**config.mk**
```make
export PLATFORM = sky130hd
export DESIGN_NAME = prog_loader_flat
export DESIGN_NICKNAME = d
export VERILOG_FILES = /design/src/rtl/prog_loader_if.sv /design/src/rtl/prog_loader.sv /design/src/flat_wrapper.sv
export SDC_FILE = /design/constraint.sdc
export NUM_CORES = 1
export LEC_CHECK = 0
export ABC_AREA = 1
export CAP_MARGIN = 5
export CORE_UTILIZATION = 47
export CTS_BUF_LIST = sky130_fd_sc_hd__clkbuf_16
export DETAILED_ROUTE_END_ITERATION = 12
export GPL_ROUTABILITY_DRIVEN = 0
export PLACE_DENSITY = 0.76
export SLEW_MARGIN = 5
export SYNTH_ARGS = -nofsm -noshare
export SYNTH_HDL_FRONTEND = slang
export SYNTH_SLANG_ARGS = --single-unit
```
**constraint.sdc**
```tcl
create_clock -name clk -period 1.4 [get_ports clk]
set_input_delay 0.14 -clock clk [delete_from_list [all_inputs] [get_ports clk]]
set_output_delay 0.14 -clock clk [all_outputs]
set_load 0.05 [all_outputs]
```
**src/rtl/prog_loader_if.sv**
```systemverilog
// Byte-stream handshake plus instruction-memory write port for prog_loader.
// The master side is the byte source or the bench. The slave side is the loader, which drives the write port.
interface prog_loader_if #(
  parameter int unsigned ADDR_W = 8
);
  logic [7:0]        rx_data;
  logic              rx_valid;
  logic              rx_ready;
  logic              imem_we;
  logic [ADDR_W-1:0] imem_addr;
  logic [15:0]       imem_wdata;

  modport master (
    output rx_data, rx_valid,
    input  rx_ready, imem_we, imem_addr, imem_wdata
  );

  modport slave (
    input  rx_data, rx_valid,
    output rx_ready, imem_we, imem_addr, imem_wdata
  );
endinterface

```
**src/rtl/prog_loader.sv**
```systemverilog
// Boot loader: assembles a big-endian byte frame into 16-bit words, writes them to imem, and releases the core.
// Optional trailing XOR checksum byte: define PROG_LOADER_CHECKSUM_EN.
module prog_loader #(
  parameter int unsigned ADDR_W = 8,
  parameter int unsigned DEPTH  = 256
) (
  input  logic              clk,
  input  logic              reset,
  input  logic              start_i,
  prog_loader_if.slave      bus,
  output logic              cpu_hold_o,
  output logic              busy_o,
  output logic              done_o,
  output logic              error_o,
  output logic [ADDR_W:0]   words_loaded_o
);

  typedef enum logic [3:0] {
    S_IDLE, S_LEN_HI, S_LEN_LO, S_DATA_HI, S_DATA_LO, S_WRITE, S_DONE, S_ERROR
`ifdef PROG_LOADER_CHECKSUM_EN
    , S_CHK
`endif
  } state_t;

  state_t            state_q, state_d;
  logic [15:0]       len_q, len_d;
  logic [7:0]        hi_q, hi_d;
  logic [ADDR_W:0]   cnt_q, cnt_d;
  logic [ADDR_W-1:0] addr_q, addr_d;
  logic [15:0]       wdata_q, wdata_d;
`ifdef PROG_LOADER_CHECKSUM_EN
  logic [7:0]        csum_q, csum_d;
`endif

  logic        rx_ready;
  logic        accept;
  logic [15:0] n_full;
  state_t      s_fin;

`ifdef PROG_LOADER_CHECKSUM_EN
  assign s_fin = S_CHK;
`else
  assign s_fin = S_DONE;
`endif

  always_comb begin
    rx_ready = 1'b0;
    case (state_q)
      S_LEN_HI, S_LEN_LO, S_DATA_HI, S_DATA_LO: rx_ready = 1'b1;
`ifdef PROG_LOADER_CHECKSUM_EN
      S_CHK:                                    rx_ready = 1'b1;
`endif
      default:                                  rx_ready = 1'b0;
    endcase
  end

  assign accept = bus.rx_valid && rx_ready;
  assign n_full = {len_q[15:8], bus.rx_data};

  always_comb begin
    state_d = state_q;
    len_d   = len_q;
    hi_d    = hi_q;
    cnt_d   = cnt_q;
    addr_d  = addr_q;
    wdata_d = wdata_q;
`ifdef PROG_LOADER_CHECKSUM_EN
    csum_d  = csum_q;
`endif
    case (state_q)
      S_IDLE, S_DONE, S_ERROR: begin
        if (start_i) begin
          state_d = S_LEN_HI;
          cnt_d   = '0;
`ifdef PROG_LOADER_CHECKSUM_EN
          csum_d  = '0;
`endif
        end
      end
      S_LEN_HI: if (accept) begin
        len_d[15:8] = bus.rx_data;
        state_d     = S_LEN_LO;
      end
      S_LEN_LO: if (accept) begin
        len_d[7:0] = bus.rx_data;
        if (n_full == 16'd0)                state_d = s_fin;
        else if ({16'd0, n_full} > DEPTH)   state_d = S_ERROR;
        else                                state_d = S_DATA_HI;
      end
      S_DATA_HI: if (accept) begin
        hi_d    = bus.rx_data;
`ifdef PROG_LOADER_CHECKSUM_EN
        csum_d  = csum_q ^ bus.rx_data;
`endif
        state_d = S_DATA_LO;
      end
      // Address and data are captured with the low byte so that WRITE presents them directly from registers.
      S_DATA_LO: if (accept) begin
        addr_d  = cnt_q[ADDR_W-1:0];
        wdata_d = {hi_q, bus.rx_data};
`ifdef PROG_LOADER_CHECKSUM_EN
        csum_d  = csum_q ^ bus.rx_data;
`endif
        state_d = S_WRITE;
      end
      S_WRITE: begin
        cnt_d   = cnt_q + 1'b1;
        state_d = (16'(cnt_d) == len_q) ? s_fin : S_DATA_HI;
      end
`ifdef PROG_LOADER_CHECKSUM_EN
      S_CHK: if (accept) begin
        state_d = (bus.rx_data == csum_q) ? S_DONE : S_ERROR;
      end
`endif
      default: state_d = S_IDLE;
    endcase
  end

  always_ff @(posedge clk or negedge reset) begin
    if (!reset) begin
      state_q <= S_IDLE;
      len_q   <= '0;
      hi_q    <= '0;
      cnt_q   <= '0;
      addr_q  <= '0;
      wdata_q <= '0;
`ifdef PROG_LOADER_CHECKSUM_EN
      csum_q  <= '0;
`endif
    end else begin
      state_q <= state_d;
      len_q   <= len_d;
      hi_q    <= hi_d;
      cnt_q   <= cnt_d;
      addr_q  <= addr_d;
      wdata_q <= wdata_d;
`ifdef PROG_LOADER_CHECKSUM_EN
      csum_q  <= csum_d;
`endif
    end
  end

  assign bus.rx_ready   = rx_ready;
  assign bus.imem_we    = (state_q == S_WRITE);
  assign bus.imem_addr  = addr_q;
  assign bus.imem_wdata = wdata_q;

  assign cpu_hold_o     = (state_q != S_DONE);
  assign done_o         = (state_q == S_DONE);
  assign error_o        = (state_q == S_ERROR);
  assign busy_o         = !(state_q == S_IDLE || state_q == S_DONE || state_q == S_ERROR);
  assign words_loaded_o = cnt_q;

endmodule

```
**src/flat_wrapper.sv**
```systemverilog
// flat-port wrapper written by rule: the top's interface ports become plain ports
module prog_loader_flat 
#(
  parameter int unsigned ADDR_W = 8,
  parameter int unsigned DEPTH  = 256
)
  (clk, reset, start_i, cpu_hold_o, busy_o, done_o, error_o, words_loaded_o, bus_rx_data, bus_rx_valid, bus_rx_ready, bus_imem_we, bus_imem_addr, bus_imem_wdata);
  prog_loader_if #(.ADDR_W(ADDR_W)) bus_i ();
  input  logic clk;
  input  logic reset;
  input  logic start_i;
  output logic cpu_hold_o;
  output logic busy_o;
  output logic done_o;
  output logic error_o;
  output logic [ADDR_W:0] words_loaded_o;
  input wire logic [$bits(bus_i.rx_data)-1:0] bus_rx_data;
  input wire logic [$bits(bus_i.rx_valid)-1:0] bus_rx_valid;
  output wire logic [$bits(bus_i.rx_ready)-1:0] bus_rx_ready;
  output wire logic [$bits(bus_i.imem_we)-1:0] bus_imem_we;
  output wire logic [$bits(bus_i.imem_addr)-1:0] bus_imem_addr;
  output wire logic [$bits(bus_i.imem_wdata)-1:0] bus_imem_wdata;
  assign bus_i.rx_data = bus_rx_data;
  assign bus_i.rx_valid = bus_rx_valid;
  assign bus_rx_ready = bus_i.rx_ready;
  assign bus_imem_we = bus_i.imem_we;
  assign bus_imem_addr = bus_i.imem_addr;
  assign bus_imem_wdata = bus_i.imem_wdata;
  prog_loader #(.ADDR_W(ADDR_W), .DEPTH(DEPTH)) u_core (.clk(clk), .reset(reset), .start_i(start_i), .bus(bus_i), .cpu_hold_o(cpu_hold_o), .busy_o(busy_o), .done_o(done_o), .error_o(error_o), .words_loaded_o(words_loaded_o));
endmodule
```
# Yosys cells after proc, flatten, opt, wreduce, memory -nomap -nowiden
# Index checks and enable logic that the tools add are counted.
op_classes:
  add_sub_neg: 1
  magnitude_cmp: 1
  n_eq_ne: 14
  muxes: 12
  reduce_logical: 15
op_table:
  columns: ["operator", "count"]
  rows:
  - ["$mux W4", 6]
  - ["$pmux W4 S6", 1]
  - ["$pmux W9 S2", 1]
  - ["$eq A4 B3 Y1 const B", 4]
  - ["$eq A9 B16 Y1", 1]
  - ["$gt A16 B9 Y1 const B", 1]
  - ["$logic_not A16 Y1", 1]
  - ["$reduce_and A2 Y1", 5]
  - ["$add A9 B1 Y9 const B", 1]
  - ["$mux W9", 1]
  - ["$eq A4 B2 Y1 const B", 2]
  - ["$ne A2 B1 Y1 const B", 4]
  - ["$mux W3", 2]
  - ["$reduce_and A5 Y1", 1]
  - ["$eq A4 B1 Y1 const B", 1]
  - ["$logic_not A4 Y1", 1]
  - ["$ne A4 B3 Y1 const B", 1]
  - ["$reduce_or A4 Y1", 1]
  - ["$reduce_or A3 Y1", 1]
  - ["$logic_or A1 B1 Y1", 2]
  - ["$ne A2 B2 Y1 const B", 1]
  - ["$reduce_bool A2 Y1", 1]
  - ["$logic_and A1 B1 Y1", 1]
  - ["$logic_not A1 Y1", 1]
  - ["$mux W1", 1]
word_totals:
  regBits: 61
  inputBits: 12
  output_inout_bits: 39

# Longest topological paths before layout
depth:
  word_depth: 6
  ltp_mapped: 12
  depth_no_buf: 12

# Least setup slack after synthesis
# No wires, ideal clock.
synth_path:
  path_kind: "register to register"
  startpoint: "reg u_core.cnt_q[1], in the netlist u_core.words_loaded_o[1]"
  endpoint: "reg u_core.state_q[0]"
  arrival_time_ns: 1.754
  slack_ns: -0.478
  stages_incl_launch_ff: 11
  path_buffers: 0
  synth_period_minus_slack_ns: 1.878
  cell_sequence: "dfrtp_1 -> ha_1 -> nand2_1 -> inv_1 -> nand3_1 -> nand3b_1 -> nand3_1 -> nor2_2 -> nand3_1 -> nand2_1 -> a21oi_2"
synth_between:
  elab_chain_cells: 4
synth_lines:
  columns: ["item", "line", "rtl"]
  rows:
  - ["start: declaration", "prog_loader.sv:28", "logic [ADDR_W:0] cnt_q, cnt_d;"]
  - ["start signal: assignment", "prog_loader.sv:134", "cnt_q <= cnt_d;"]
  - ["$add A9 B1 Y9", "prog_loader.sv:107", "cnt_d = cnt_q + 1'b1;"]
  - ["$eq A9 B16 Y1", "prog_loader.sv:108", "state_d = (16'(cnt_d) == len_q) ? s_fin : S_DATA_HI;"]
  - ["$mux W3", "prog_loader.sv:108", null]
  - ["$pmux W4 S6", "prog_loader.sv:70", "case (state_q)"]
  - ["end signal: assignment", "prog_loader.sv:131", "state_q <= state_d;"]
  - ["end: declaration", "prog_loader.sv:25", "state_t state_q, state_d;"]
# Every way passes these cells.
# A chain may end at the register's enable or synchronous reset.

# Worst setup path in the final report
layout_path:
  startpoint: "reg u_core.state_q[1]"
  endpoint: "out error_o"
layout_between:
  elab_chain_cells: 1
layout_lines:
  columns: ["item", "line", "rtl"]
  rows:
  - ["$eq A4 B3 Y1", "prog_loader.sv:150", "assign error_o = (state_q == S_ERROR);"]
  - ["end: declaration", "flat_wrapper.sv:15", "output logic error_o;"]
# Every way passes these cells.

==> metrics.txt <==
# TYPE chip_impl_metric gauge
chip_impl_info{name="outcome",value="complete, but fails checks"} 1
chip_impl_info{name="failed_checks",value="negative setup slack"} 1
chip_impl_metric{name="reg2reg_depth",unit=""} 12
chip_impl_info{name="setup.worst_path.end_class",value="primary output"} 1
chip_impl_metric{name="flow.area_growth_from_synthesis",unit="%"} 55.58
chip_impl_metric{name="max-cap-violations",unit=""} 0
chip_impl_info{name="worstReg2RegStart",value="u_core.words_loaded_o[0]"} 1
chip_impl_metric{name="gr-total-overflow",unit=""} 0
chip_impl_metric{name="num-nets-final",unit=""} 437
chip_impl_metric{name="layout-drive-gt1-share",unit="%"} 33.10
chip_impl_metric{name="swShare",unit="%"} 41.44
chip_impl_metric{name="total_switching_power",unit="W"} 0.004197
chip_impl_metric{name="timing_max_transition_violations_final",unit=""} 0
chip_impl_metric{name="gr-usage-all-layers",unit="%"} 26.61
chip_impl_metric{name="synth.top_cell.area_share",unit="%"} 55.07
chip_impl_info{name="worst_setup_path_start_kind",value="register"} 1
chip_impl_metric{name="synth-async-reset-ratio",unit="%"} 100.0
chip_impl_metric{name="detailroute.via_count",unit=""} 2592
chip_impl_info{name="yosys.cell_count.top_type",value="nand2_1"} 1
chip_impl_metric{name="clk_latency",unit="ns"} 0.32
chip_impl_metric{name="final_hold_viol_count",unit=""} 0
chip_impl_metric{name="p_comb_share",unit="%"} 50.4
chip_impl_metric{name="synth.distinct_cells",unit=""} 22
chip_impl_metric{name="height_of_the_die",unit="µm"} 78.16
chip_impl_metric{name="post-dp-hpwl",unit="µm"} 4960
chip_impl_metric{name="first_pass_grt_wire_length",unit="µm"} 12430
chip_impl_metric{name="syn-instance-count",unit=""} 320
chip_impl_metric{name="whs",unit="ns"} 0.3601
chip_impl_metric{name="ir_drop",unit="mV"} 1.685
chip_impl_metric{name="cts_made_buffers",unit=""} 9
chip_impl_metric{name="final.min_clock_period",unit="ns"} 1.634
chip_impl_metric{name="yosysSeqAreaShare",unit="%"} 55.07
chip_impl_metric{name="synth_enable_flop_cells",unit=""} 0
chip_impl_metric{name="clock-sinks",unit=""} 60
chip_impl_info{name="clk_root_buffer_cell",value="clkbuf_16"} 1
chip_impl_info{name="synthDominantAreaCellType",value="dfrtp_1"} 1
chip_impl_metric{name="synth_nets",unit=""} 333
chip_impl_metric{name="drtAntennaViolNets",unit=""} 0
chip_impl_metric{name="placement_rows",unit=""} 27
chip_impl_metric{name="antenna-diode-count",unit=""} 0
chip_impl_metric{name="clk_pin_slew",unit="ns"} 0.05
chip_impl_metric{name="drt_first_pass_iters",unit=""} 4
chip_impl_info{name="critPathKind",value="reg2out"} 1
chip_impl_metric{name="place_inst",unit=""} 475
chip_impl_info{name="r2r-end",value="u_core.state_q[0]"} 1
chip_impl_metric{name="cts_buffer_depth",unit=""} 2
chip_impl_metric{name="synth_area_per_cell",unit="µm²"} 8.520
chip_impl_metric{name="cellInternalPower",unit="W"} 0.005929
chip_impl_metric{name="drt_wl_total",unit="µm"} 7368
chip_impl_info{name="cts_tree",value="built"} 1
chip_impl_metric{name="boundaryPins",unit=""} 51
chip_impl_metric{name="finalSetupTns",unit="ns"} -1.788
chip_impl_metric{name="timing.critical_path.arrival",unit="ns"} 1.49
chip_impl_metric{name="sequentialPowerShare",unit="%"} 29.0
chip_impl_metric{name="die_w",unit="µm"} 78.16
chip_impl_metric{name="yosys_warnings",unit=""} 0
chip_impl_metric{name="total_leakage_power",unit="nW"} 2.037
chip_impl_metric{name="coreArea",unit="mm²"} 0.005540
chip_impl_info{name="rsz0062_at_grt",value="yes"} 1
chip_impl_metric{name="min_period_over_period",unit="%"} 116.7
chip_impl_metric{name="grt_start_max_net_pins",unit=""} 61
chip_impl_metric{name="required",unit="ns"} 1.26
chip_impl_info{name="hold_crit_path_type",value="in2async"} 1
chip_impl_metric{name="fmaxAchievable",unit="GHz"} 0.6121
chip_impl_metric{name="detail_routed_via_count_per_cell",unit=""} 5.174
chip_impl_info{name="ys_dominant_reg_cell",value="dfrtp_1"} 1
chip_impl_metric{name="ys_ff_latch",unit=""} 60
chip_impl_metric{name="post_synth_instance_area",unit="mm²"} 0.002726
chip_impl_metric{name="slew_headroom",unit="%"} 79.11
chip_impl_metric{name="clock-skew-final",unit="ns"} 0.005005
chip_impl_metric{name="first_global_vias",unit=""} 2733
chip_impl_metric{name="cts_htree_levels",unit=""} 3
chip_impl_metric{name="finish.cell_count_without_fillers",unit=""} 501
chip_impl_metric{name="drt_drc_violations_left",unit=""} 0
chip_impl_metric{name="critPathMaxFanout",unit=""} 6
chip_impl_metric{name="port-buffer-count",unit=""} 50
chip_impl_metric{name="clockPowerShare",unit="%"} 20.6
chip_impl_metric{name="wire_per_inst",unit="µm"} 14.71
chip_impl_metric{name="setup_viol",unit=""} 19
chip_impl_metric{name="first_iter_violations",unit=""} 143
chip_impl_info{name="netlist_top_cells_area",value="dfrtp_1 (55%), nand2_1 (13%), o21ai_0 (8.6%)"} 1
chip_impl_metric{name="smallest_setup_slack_after_layout",unit="ns"} -0.2338
chip_impl_metric{name="worst_slew_pin_slew",unit="ns"} 0.3134
chip_impl_metric{name="antenna_found_initial",unit=""} 0
chip_impl_metric{name="die-area",unit="mm²"} 0.006109
chip_impl_metric{name="worst_reg_to_reg_setup_slack",unit="ns"} -0.21
chip_impl_metric{name="start_util",unit="%"} 49.21
chip_impl_info{name="most_instantiated_cells_after_synthesis",value="nand2_1 (91), dfrtp_1 (60), o21ai_0 (47)"} 1
chip_impl_metric{name="total_power_per_unit_cell_area",unit="mW/mm²"} 2387
==> state kept, by name, summed over array words and instances, names as in the netlist <==
register	count
u_core.bus.imem_wdata	16
u_core.len_q	16
u_core.state_q	3
u_core.words_loaded_o	9
u_core.bus.imem_addr	8
u_core.hi_q	8
==> cell families after synthesis <==
logic type	Yosys count	share of synthesized area, %
adders and majority gates	1	0.4589
buffers and inverters	45	6.287
DFF	60	55.07
and+or+nand+nor	146	23.22
muxes	8	3.304
AOI/OAI and AO/OA	60	11.66
==> per-layer routing <==
layer	global-route usage, %	vias to the layer above	wire, µm	share of wire [%]
met4	13.89	0	176	2.4
li1	-	1256	-	-
met1	31.13	1220	2937	40
met5	0	-	0	0
met2	45.35	97	3881	53
met3	6.279	19	373	5.1
==> timing repair <==
item / in CTS / in global routing
pin swaps: 2 / 4
hold buffers: 1 / 0
endpoints found under the setup margin: 32 / 52
setup buffers: 2 / 7
resized for setup: 5 / 11
endpoints found under the hold margin: 60 / 0
==> layout make-up <==
| type | count | area, µm² |
|---|---|---|
| clock buffer | 9 | 225.2 |
| clock inverter | 7 | 57.56 |
| multi-input combinational | 215 | 1130 |
| sequential | 60 | 1513 |
| inverter | 37 | 138.9 |
| tap | 72 | 90.09 |
| timing repair buffer | 101 | 1087 |
| fill | 364 | 1299 |
==> critical path, stage by stage (launching register included) <==
cell     delay, ns
dfrtp_1       0.51
nand2_1       0.15
buf_4         0.17
nor2_1        0.18
buf_12        0.17
==> worst max-delay path by stage <==
stage	to	cells after the start	startpoint	slack, ns
after floorplan	u_core.state_q[0]	12	u_core.words_loaded_o[1]	-0.22
after global placement	u_core.state_q[0]	12	u_core.words_loaded_o[0]	-0.15
after detailed placement	u_core.state_q[0]	12	u_core.words_loaded_o[0]	-0.23
after CTS	u_core.state_q[0]	12	u_core.words_loaded_o[0]	-0.23
after global routing	cpu_hold_o	5	u_core.state_q[1]	-0.32
final	error_o	4	u_core.state_q[1]	-0.23
==> metrics by stage <==
| stage | worst slack, ns | total power (W) | area, µm² | util, % |
|---|---|---|---|---|
| floorplan | -0.2249 | 0.005504 | 2770 | - |
| global placement | -0.1451 | 0.007507 | 3834 | 69.20 |
| detailed placement | -0.2346 | 0.007670 | 3834 | 69.20 |
| CTS | -0.2327 | 0.009905 | 4154 | 74.98 |
| global route | -0.3250 | 0.01067 | 4242 | 76.56 |
| finish | -0.2338 | 0.01013 | 4242 | 76.56 |
==> power groups by stage <==
| stage | clock [W] | combinational (W) | sequential (W) |
|---|---|---|---|
| 2_1_floorplan | 0 | 0.00180 | 0.00371 |
| 3_3_place_gp | 0 | 0.00463 | 0.00287 |
| 3_5_place_dp | 0 | 0.00476 | 0.00291 |
| 4_1_cts | 0.00209 | 0.00490 | 0.00291 |
| 5_1_grt | 0.00218 | 0.00547 | 0.00301 |
| 6_report | 0.00209 | 0.00510 | 0.00294 |
==> cell usage in the layout, fill, tap and decap left out, drive strengths merged, types with 8 or more instances in the layout <==
cell,netlist,layout
nand2,92,92
buf,2,90
dfrtp,60,60
o21ai,49,49
inv,37,37
nor2,21,21
nand3,18,18
clkdlybuf4s50,0,10
clkbuf,6,9
mux2,8,8
Note: power is estimated with default switching activity, not from simulation.
